[src/rtl/instr_fetch_ctrl.sv]
// instr_fetch_ctrl: sequential instruction fetch with redirect, optional halt at LAST_PC and a 2-entry buffer
//   clk            rising-edge clock
//   rst            asynchronous active-low reset
//   enable         allows new fetches to issue; low pauses issue, buffered data still drains
//   redirect_valid / redirect_addr   flush everything and restart fetch at redirect_addr
//   imem_addr      fetch address to a memory with a 1-cycle registered read
//   imem_data      read data for the address issued in the previous cycle
//   inst_out / pc_out / inst_valid   buffer head, popped when inst_ready is high
//   halted         fetch has stopped after issuing LAST_PC
module instr_fetch_ctrl #(
  parameter logic [5:0] RESET_PC     = 6'd0,
  parameter logic [5:0] LAST_PC      = 6'd63,
  parameter bit         STOP_AT_LAST = 1'b1
) (
  input  logic        clk,
  input  logic        rst,
  input  logic        enable,
  input  logic        redirect_valid,
  input  logic [5:0]  redirect_addr,
  output logic [5:0]  imem_addr,
  input  logic [31:0] imem_data,
  output logic [31:0] inst_out,
  output logic [5:0]  pc_out,
  output logic        inst_valid,
  input  logic        inst_ready,
  output logic        halted
);
  typedef enum logic [1:0] {IDLE, RUN, HALT} state_t;
  state_t      state, state_nxt;
  logic [5:0]  fetch_pc, inflight_pc;
  logic        inflight;
  logic [1:0]  fifo_count;
  logic [37:0] head_q, tail_q, entry;
  logic        pop, push, issue, head_ld, tail_ld;
  logic [2:0]  occ;
  assign imem_addr  = fetch_pc;
  assign inst_valid = fifo_count != 2'd0;
  assign {inst_out, pc_out} = head_q;
  assign halted     = state == HALT;
  assign pop        = inst_valid & inst_ready;
  assign push       = inflight & ~redirect_valid;
  assign entry      = {imem_data, inflight_pc};
  // occupancy the buffer will have once the current in-flight word lands and any pop is taken
  assign occ   = {1'b0, fifo_count} + {2'b0, inflight} - {2'b0, pop};
  assign issue = (state == RUN) & enable & ~redirect_valid & (occ < 3'd2);
  // head takes a new word when the buffer is (or becomes) empty, or shifts up from tail on a pop
  assign head_ld = (push & ((fifo_count == 2'd0) | (pop & (fifo_count == 2'd1)))) | (pop & (fifo_count == 2'd2));
  assign tail_ld = push & (((fifo_count == 2'd1) & ~pop) | ((fifo_count == 2'd2) & pop));
  always_comb begin
    state_nxt = redirect_valid                                         ? RUN  :
                (state == IDLE && enable)                              ? RUN  :
                (issue && STOP_AT_LAST && fetch_pc == LAST_PC)         ? HALT :
                                                                         state;
  end
  always_ff @(posedge clk or negedge rst) begin
    if (!rst) state <= IDLE;
    else      state <= state_nxt;
  end
  always_ff @(posedge clk or negedge rst) begin
    if (!rst) begin
      fetch_pc    <= RESET_PC;
      inflight    <= 1'b0;
      inflight_pc <= 6'd0;
      fifo_count  <= 2'd0;
      head_q      <= 38'd0;
      tail_q      <= 38'd0;
    end else if (redirect_valid) begin
      fetch_pc   <= redirect_addr;
      inflight   <= 1'b0;
      fifo_count <= 2'd0;
    end else begin
      inflight   <= issue;
      fifo_count <= fifo_count + {1'b0, push} - {1'b0, pop};
      if (issue) begin
        inflight_pc <= fetch_pc;
        fetch_pc    <= fetch_pc + 6'd1;
      end
      if (head_ld) head_q <= (pop && fifo_count == 2'd2) ? tail_q : entry;
      if (tail_ld) tail_q <= entry;
    end
  end
endmodule

[config.mk]
export PLATFORM = sky130hd
export DESIGN_NAME = instr_fetch_ctrl
export DESIGN_NICKNAME = d
export VERILOG_FILES = /design/src/rtl/instr_fetch_ctrl.sv
export SDC_FILE = /design/constraint.sdc
export NUM_CORES = 1
export LEC_CHECK = 0
export BUFFER_PORTS_ARGS = -buffer_cell sky130_fd_sc_hd__buf_4
export CORE_MARGIN = 4
export CORE_UTILIZATION = 50
export CTS_CLUSTER_DIAMETER = 40
export DETAILED_ROUTE_END_ITERATION = 10
export PLACE_DENSITY_LB_ADDON = 0.2
export SYNTH_ARGS = -nofsm -noshare
export SYNTH_HDL_FRONTEND = slang
export SYNTH_SLANG_ARGS = --single-unit
[constraint.sdc]
create_clock -name clk -period 2.24 [get_ports clk]
set_input_delay 0.224 -clock clk [delete_from_list [all_inputs] [get_ports clk]]
set_output_delay 0.224 -clock clk [all_outputs]
set_load 0.01 [all_outputs]
Yosys cells after proc, flatten, opt, wreduce, memory -nomap -nowiden
Cells that the tools add are included.
{ "classes": {"n_addsub": 5, "order_cmp": 1, "n_eq_ne": 5, "mux": 8, "bitwise_logic": 15, "n_reduce_logical": 11} }
{ "op_table": {"columns": ["op", "count"], "rows": [
  ["$mux W38", 1],
  ["$mux W6", 2],
  ["$and A1 B1 Y1", 10],
  ["$mux W2", 4],
  ["$add A6 B1 Y6 const B", 1],
  ["$eq A6 B6 Y1 const B", 1],
  ["$reduce_and A2 Y1", 3],
  ["$eq A2 B1 Y1 const B", 2],
  ["$eq A2 B2 Y1 const B", 2],
  ["$logic_not A2 Y1", 2],
  ["$reduce_bool A2 Y1", 2],
  ["$add A2 B1 Y3", 1],
  ["$logic_and A1 B1 Y1", 3],
  ["$lt A3 B2 Y1 const B", 1],
  ["$or A1 B1 Y1", 3],
  ["$reduce_bool A3 Y1", 1],
  ["$sub A3 B1 Y3", 1],
  ["$add A2 B1 Y2", 1],
  ["$not A1 Y1", 2],
  ["$sub A2 B1 Y2", 1],
  ["$mux W1", 1]
]} }
{ "totals": {"register_bits": 93, "input_bits": 43, "out_inout_bits": 46, "word_cells": 52} }

Logic depth before layout (Yosys ltp)
{ "logic_depth": {"ltp_word": 9, "depth_mapped": 10, "mapped_depth_nobuf": 8} }

Worst setup path after synthesis
OpenSTA, ideal clock, no wires.
{ "synth_timing": {"kind": "flip-flop to flip-flop", "start": "register fifo_count[1]", "end": "register inflight_pc[0]", "setup_time_ns": 0.125, "arrival_time_ns": 2.276, "required_time_ns": 2.115, "setup_slack_ns": -0.161, "path_stages_with_launch": 10, "n_path_buf": 2, "synth_period_minus_slack_ns": 2.401, "cell_sequence": "dfrtp_1 -> buf_6 -> nand3b_4 -> buf_6 -> nand2_1 -> nand2_1 -> fa_1 -> nand4b_4 -> nor3_4 -> mux2_2"} }
{ "synth_between": {"elab_chain_cells": 6, "elab_cells_between_ends": 7, "classes_between": "add/sub (2); order compare (1); bitwise (2); reduce/logical (2)"} }
{ "synth_lines": {"columns": ["element", "line_no", "source"], "rows": [
  ["from (decl)", "32", "logic [1:0] fifo_count;"],
  ["from (signal assigned)", "73", "fifo_count <= fifo_count + {1'b0, push} - {1'b0, pop};"],
  ["parallel branches: the longest is 2 deep, another holds $add A2 B1 Y3", null, null],
  ["$sub A3 B1 Y3 (*)", "44", "assign occ = {1'b0, fifo_count} + {2'b0, inflight} - {2'b0, pop};"],
  ["$lt A3 B2 Y1 (*)", "45", "assign issue = (state == RUN) & enable & ~redirect_valid & (occ < 3'd2);"],
  ["$and A1 B1 Y1 (*)", "45", null],
  ["$reduce_and A2 Y1 (no source line) (*)", null, null],
  ["to (signal assigned)", "75", "inflight_pc <= fetch_pc;"],
  ["to (decl)", "30", "logic [5:0] fetch_pc, inflight_pc;"]
]} }
Mark *: on every way between the ends.
A chain may end at the register's enable or synchronous reset.

Final worst setup path
{ "layout_timing": {"start": "register fifo_count[0]", "end": "register inflight_pc[1]"} }
Same word-level chain as after synthesis.

==> flow_metrics.py <==
metrics = {
    "drt": {
        "ant_nets": 0,
        "num_vias": 2565,
        "avgViaCountPerCell": 5.16,
        "wl_um": 8090,
        "initialDrtViolationCount": 57,
        "drcViolationCount": 0,
        "firstDrtPassIters": 4,
        "wl_per_cell_um": 16.3,
    },
    "layout": {
        "layout.nets": 431,
        "synthToLayoutAreaGrowth_pct": 23.4,
        "antenna_cells": 0,
        "fin_cells": 497,
        "drive_gt1_frac": 0.650,
        "final_core_util": 0.633,
    },
    "timing": {
        "max_slew.worst_pin.slew_ps": 423,
        "setup_violations": 4,
        "layout_setup_ws_ps": -12.3,
        "fmaxAchievable_mhz": 444,
        "drv_slew": 0,
        "slew_headroom": 0.718,
        "rsz0062_at_grt": "true",
        "fin_crit_ps": 2250,
        "final.period_utilization": 1.01,
        "finClkSkew_ps": 8.92,
        "hold_viol": 0,
    },
    "worst_setup_path": {
        "worst_setup_path_end_kind": "flop",
        "crit_top_cell": "nand2_2",
        "cp_top_family": "simple AND/OR/NAND/NOR gates",
        "worstPathRequired_ps": 2480,
        "r2r_setup_slack_ps": -10,
        "crit_path_max_fanout": 6,
        "crit_chain": "nand3b_4 > nand2_2 > nand2_2 > fa_1 > nand4b_4 > nor3_4 > buf_4 > mux2_2",
        "path_class": "flop to flop",
        "slowest_delay_ps": 530,
        "r2r_end": "inflight_pc[1]",
        "slowest_stage": "fa_1",
        "r2r_cells": 8,
        "crit_buf_inv": 1,
        "worstPathArrival_ps": 2490,
        "r2r_start": "fifo_count[0]",
        "cp-start-kind": "flop",
    },
    "synthesis": {
        "synth_seq_cells": 93,
        "yosys_warnings": 0,
        "synth_seq_area_share": 0.523,
        "synth_area_per_cell_um2": 15.7,
        "netlist_instances": 284,
        "synth.distinct_cells": 38,
        "synth_area_mm2": 0.00445,
        "synth_fp_nets": 331,
    },
    "pwr": {
        "cellPowerDensity_mw_per_mm2": 1140,
        "vdd_drop_max_uv": 627,
        "power.leakage_nw": 2.69,
        "power.total_mw": 6.26,
    },
    "status": {
        "status": "finished, violations left",
        "violations": "setup timing",
    },
    "grt": {
        "first_global_vias": 2750,
        "track_usage": 0.165,
        "grt_pass1_wl_um": 13500,
        "grt_overflow": 0,
        "antenna_found_initial": 0,
        "grt_max_degree": 42,
    },
    "die": {
        "die_width_um": 102,
        "core_region_area_mm2": 0.00868,
        "io_pins": 89,
        "num_rows": 34,
        "die_area_mm2": 0.0105,
        "start_util": 0.513,
        "die_h_um": 102,
    },
    "clock_network": {
        "cts_num_sinks": 93,
        "clk_pin_slew_ps": 90,
        "cts-root-buf": "clkbuf_8",
        "ctsHtreeMaxLevel": 3,
        "cts_buffer_depth": 2,
        "cts_made_buffers": 9,
        "cts_tree": "built",
        "worstSkewPairLatency_ps": 350,
    },
    "hold_path": {
        "worstHoldStart": "redirect_addr[1]",
        "hold_class": "primary input to flop",
        "holdPathEnd": "imem_addr[1]",
        "hold-path-cell-count": 3,
    },
    "flow_run": {
        "drv_cap": 0,
    },
    "placement": {
        "hpwl_um": 5660,
        "portBuffers": 88,
        "globalplace.congestion": 0.744,
        "place_inst": 478,
    },
}
-- stage by stage --
step	hold slack (ps)	instance area, µm²	setup WS [ps]	TNS (ps)
final	83.6	5500	-12.3	-28.0
after floorplan	-71.6	4450	-160	-1200
after detailed placement	124	5250	-24.7	-138
after global routing	69.6	5500	-87.5	-604
after global placement	122	5250	22.4	0
after CTS	70.0	5460	13.4	0
-- state kept, by name, indices dropped and copies added, names as in the netlist --
register	flops
state	2
tail_q	38
fifo_count	2
inflight	1
head_q	38
imem_addr	6
inflight_pc	6
-- how the worst max path moves through the flow --
stage	from	end	slack, ps	depth (start not counted)
2_1_floorplan	fifo_count[1]	inflight_pc[0]	-160	9
3_5_place_dp	fifo_count[0]	inflight_pc[5]	-20	7
6_report	fifo_count[0]	inflight_pc[1]	-10	8
3_3_place_gp	fifo_count[0]	inflight_pc[5]	20	7
5_1_grt	fifo_count[0]	inflight_pc[2]	-90	8
4_1_cts	fifo_count[0]	inflight_pc[4]	10	7
-- layout make-up --
class | instances | area [µm²]
inverter | 3 | 11.3
clock buffer | 11 | 141
fill | 656 | 3180
tap | 108 | 135
timing repair buffer | 104 | 850
sequential | 93 | 2330
multi-input combinational | 173 | 1970
clock inverter | 5 | 58.8
-- metal layers --
metal / vias up / share of wire / global-route usage
li1: 1206 / - / -
met1: 1300 / 0.45 / 0.221
met2: 51 / 0.49 / 0.263
met3: 8 / 0.055 / 0.0382
met4: 0 / 0.010 / 0.0605
met5: - / 0 / 0
-- where the power goes --
part,switching (mW),internal [mW],leakage (nW)
Clock,0.588,0.550,0.0959
Sequential,0.389,2.33,1.17
Combinational,0.880,1.53,1.43
-- cells by family after synthesis --
family                   Yosys count  share of synthesized area
AND/OR/NAND/NOR                   29                     0.0469
adder cells (fa/ha/maj)            4                     0.0129
AO/OA/AOI/OAI                      9                     0.0124
multiplexers                     123                      0.345
buffers and inverters             18                     0.0405
flip-flops                        93                      0.523
XOR/XNOR                           8                     0.0200
-- cell usage after synthesis --
cell type	instances	share of area
dfrtp_1	93	0.52
mux2_2	82	0.21
mux2_4	40	0.13
buf_6	10	0.025
nand2_1	7	0.0059
nor2_1	4	0.0034
xnor2_1	4	0.0079
ha_1	3	0.0084
inv_1	3	0.0025
o21ai_0	3	0.0034
xor2_1	3	0.0059
a31oi_1	2	0.0028
buf_12	2	0.0090
nand2b_1	2	0.0028
nand3_1	2	0.0022
nor3_1	2	0.0022
a21oi_1	1	0.0011
a21oi_2	1	0.0020
and2_1	1	0.0014
and3_1	1	0.0014
buf_2	1	0.0011
buf_4	1	0.0017
clkbuf_1	1	0.00084
fa_1	1	0.0045
mux2i_1	1	0.0022
nand2b_2	1	0.0020
nand3b_1	1	0.0017
nand3b_4	1	0.0045
nand4b_4	1	0.0053
nor2b_1	1	0.0014
nor3_4	1	0.0037
nor3b_2	1	0.0028
nor4b_2	1	0.0034
o21ai_1	1	0.0011
o21ai_2	1	0.0020
or2_1	1	0.0014
or2_2	1	0.0014
xor2_4	1	0.0062
-- worst reg2reg max path: stages, from the launching register on --
cell and delay [ps]:
dfrtp_1 400, nand3b_4 180, nand2_2 80, nand2_2 50, fa_1 530, nand4b_4 190, nor3_4 250, buf_4 150
mux2_2 320
-- placed cells by master, fill, tap and decap left out, types with 2 or more instances in the layout --
master,Yosys,final
mux2_4,40,41
buf_12,2,5
ha_1,3,3
nand2_2,0,2
xnor2_1,4,4
nand3_1,2,2
a31oi_1,2,2
inv_1,3,3
nand2b_2,1,2
nor2_1,4,4
nor3_1,2,2
clkbuf_8,0,10
buf_4,1,97
dfrtp_1,93,93
clkinvlp_4,0,2
o21ai_0,3,3
xor2_1,3,3
nand2_1,7,5
mux2_2,82,81
-- what timing repair did --
| item | 4_1_cts | 5_1_grt |
|---|---|---|
| hold endpoints to repair | 18 | 0 |
| setup endpoints to repair | 6 | 9 |
| hold buffers | 1 | 0 |
| pin swaps | 1 | 2 |
| setup buffers | 0 | 2 |
| gates resized for setup | 0 | 5 |
Power figures use the tool's default switching activity.
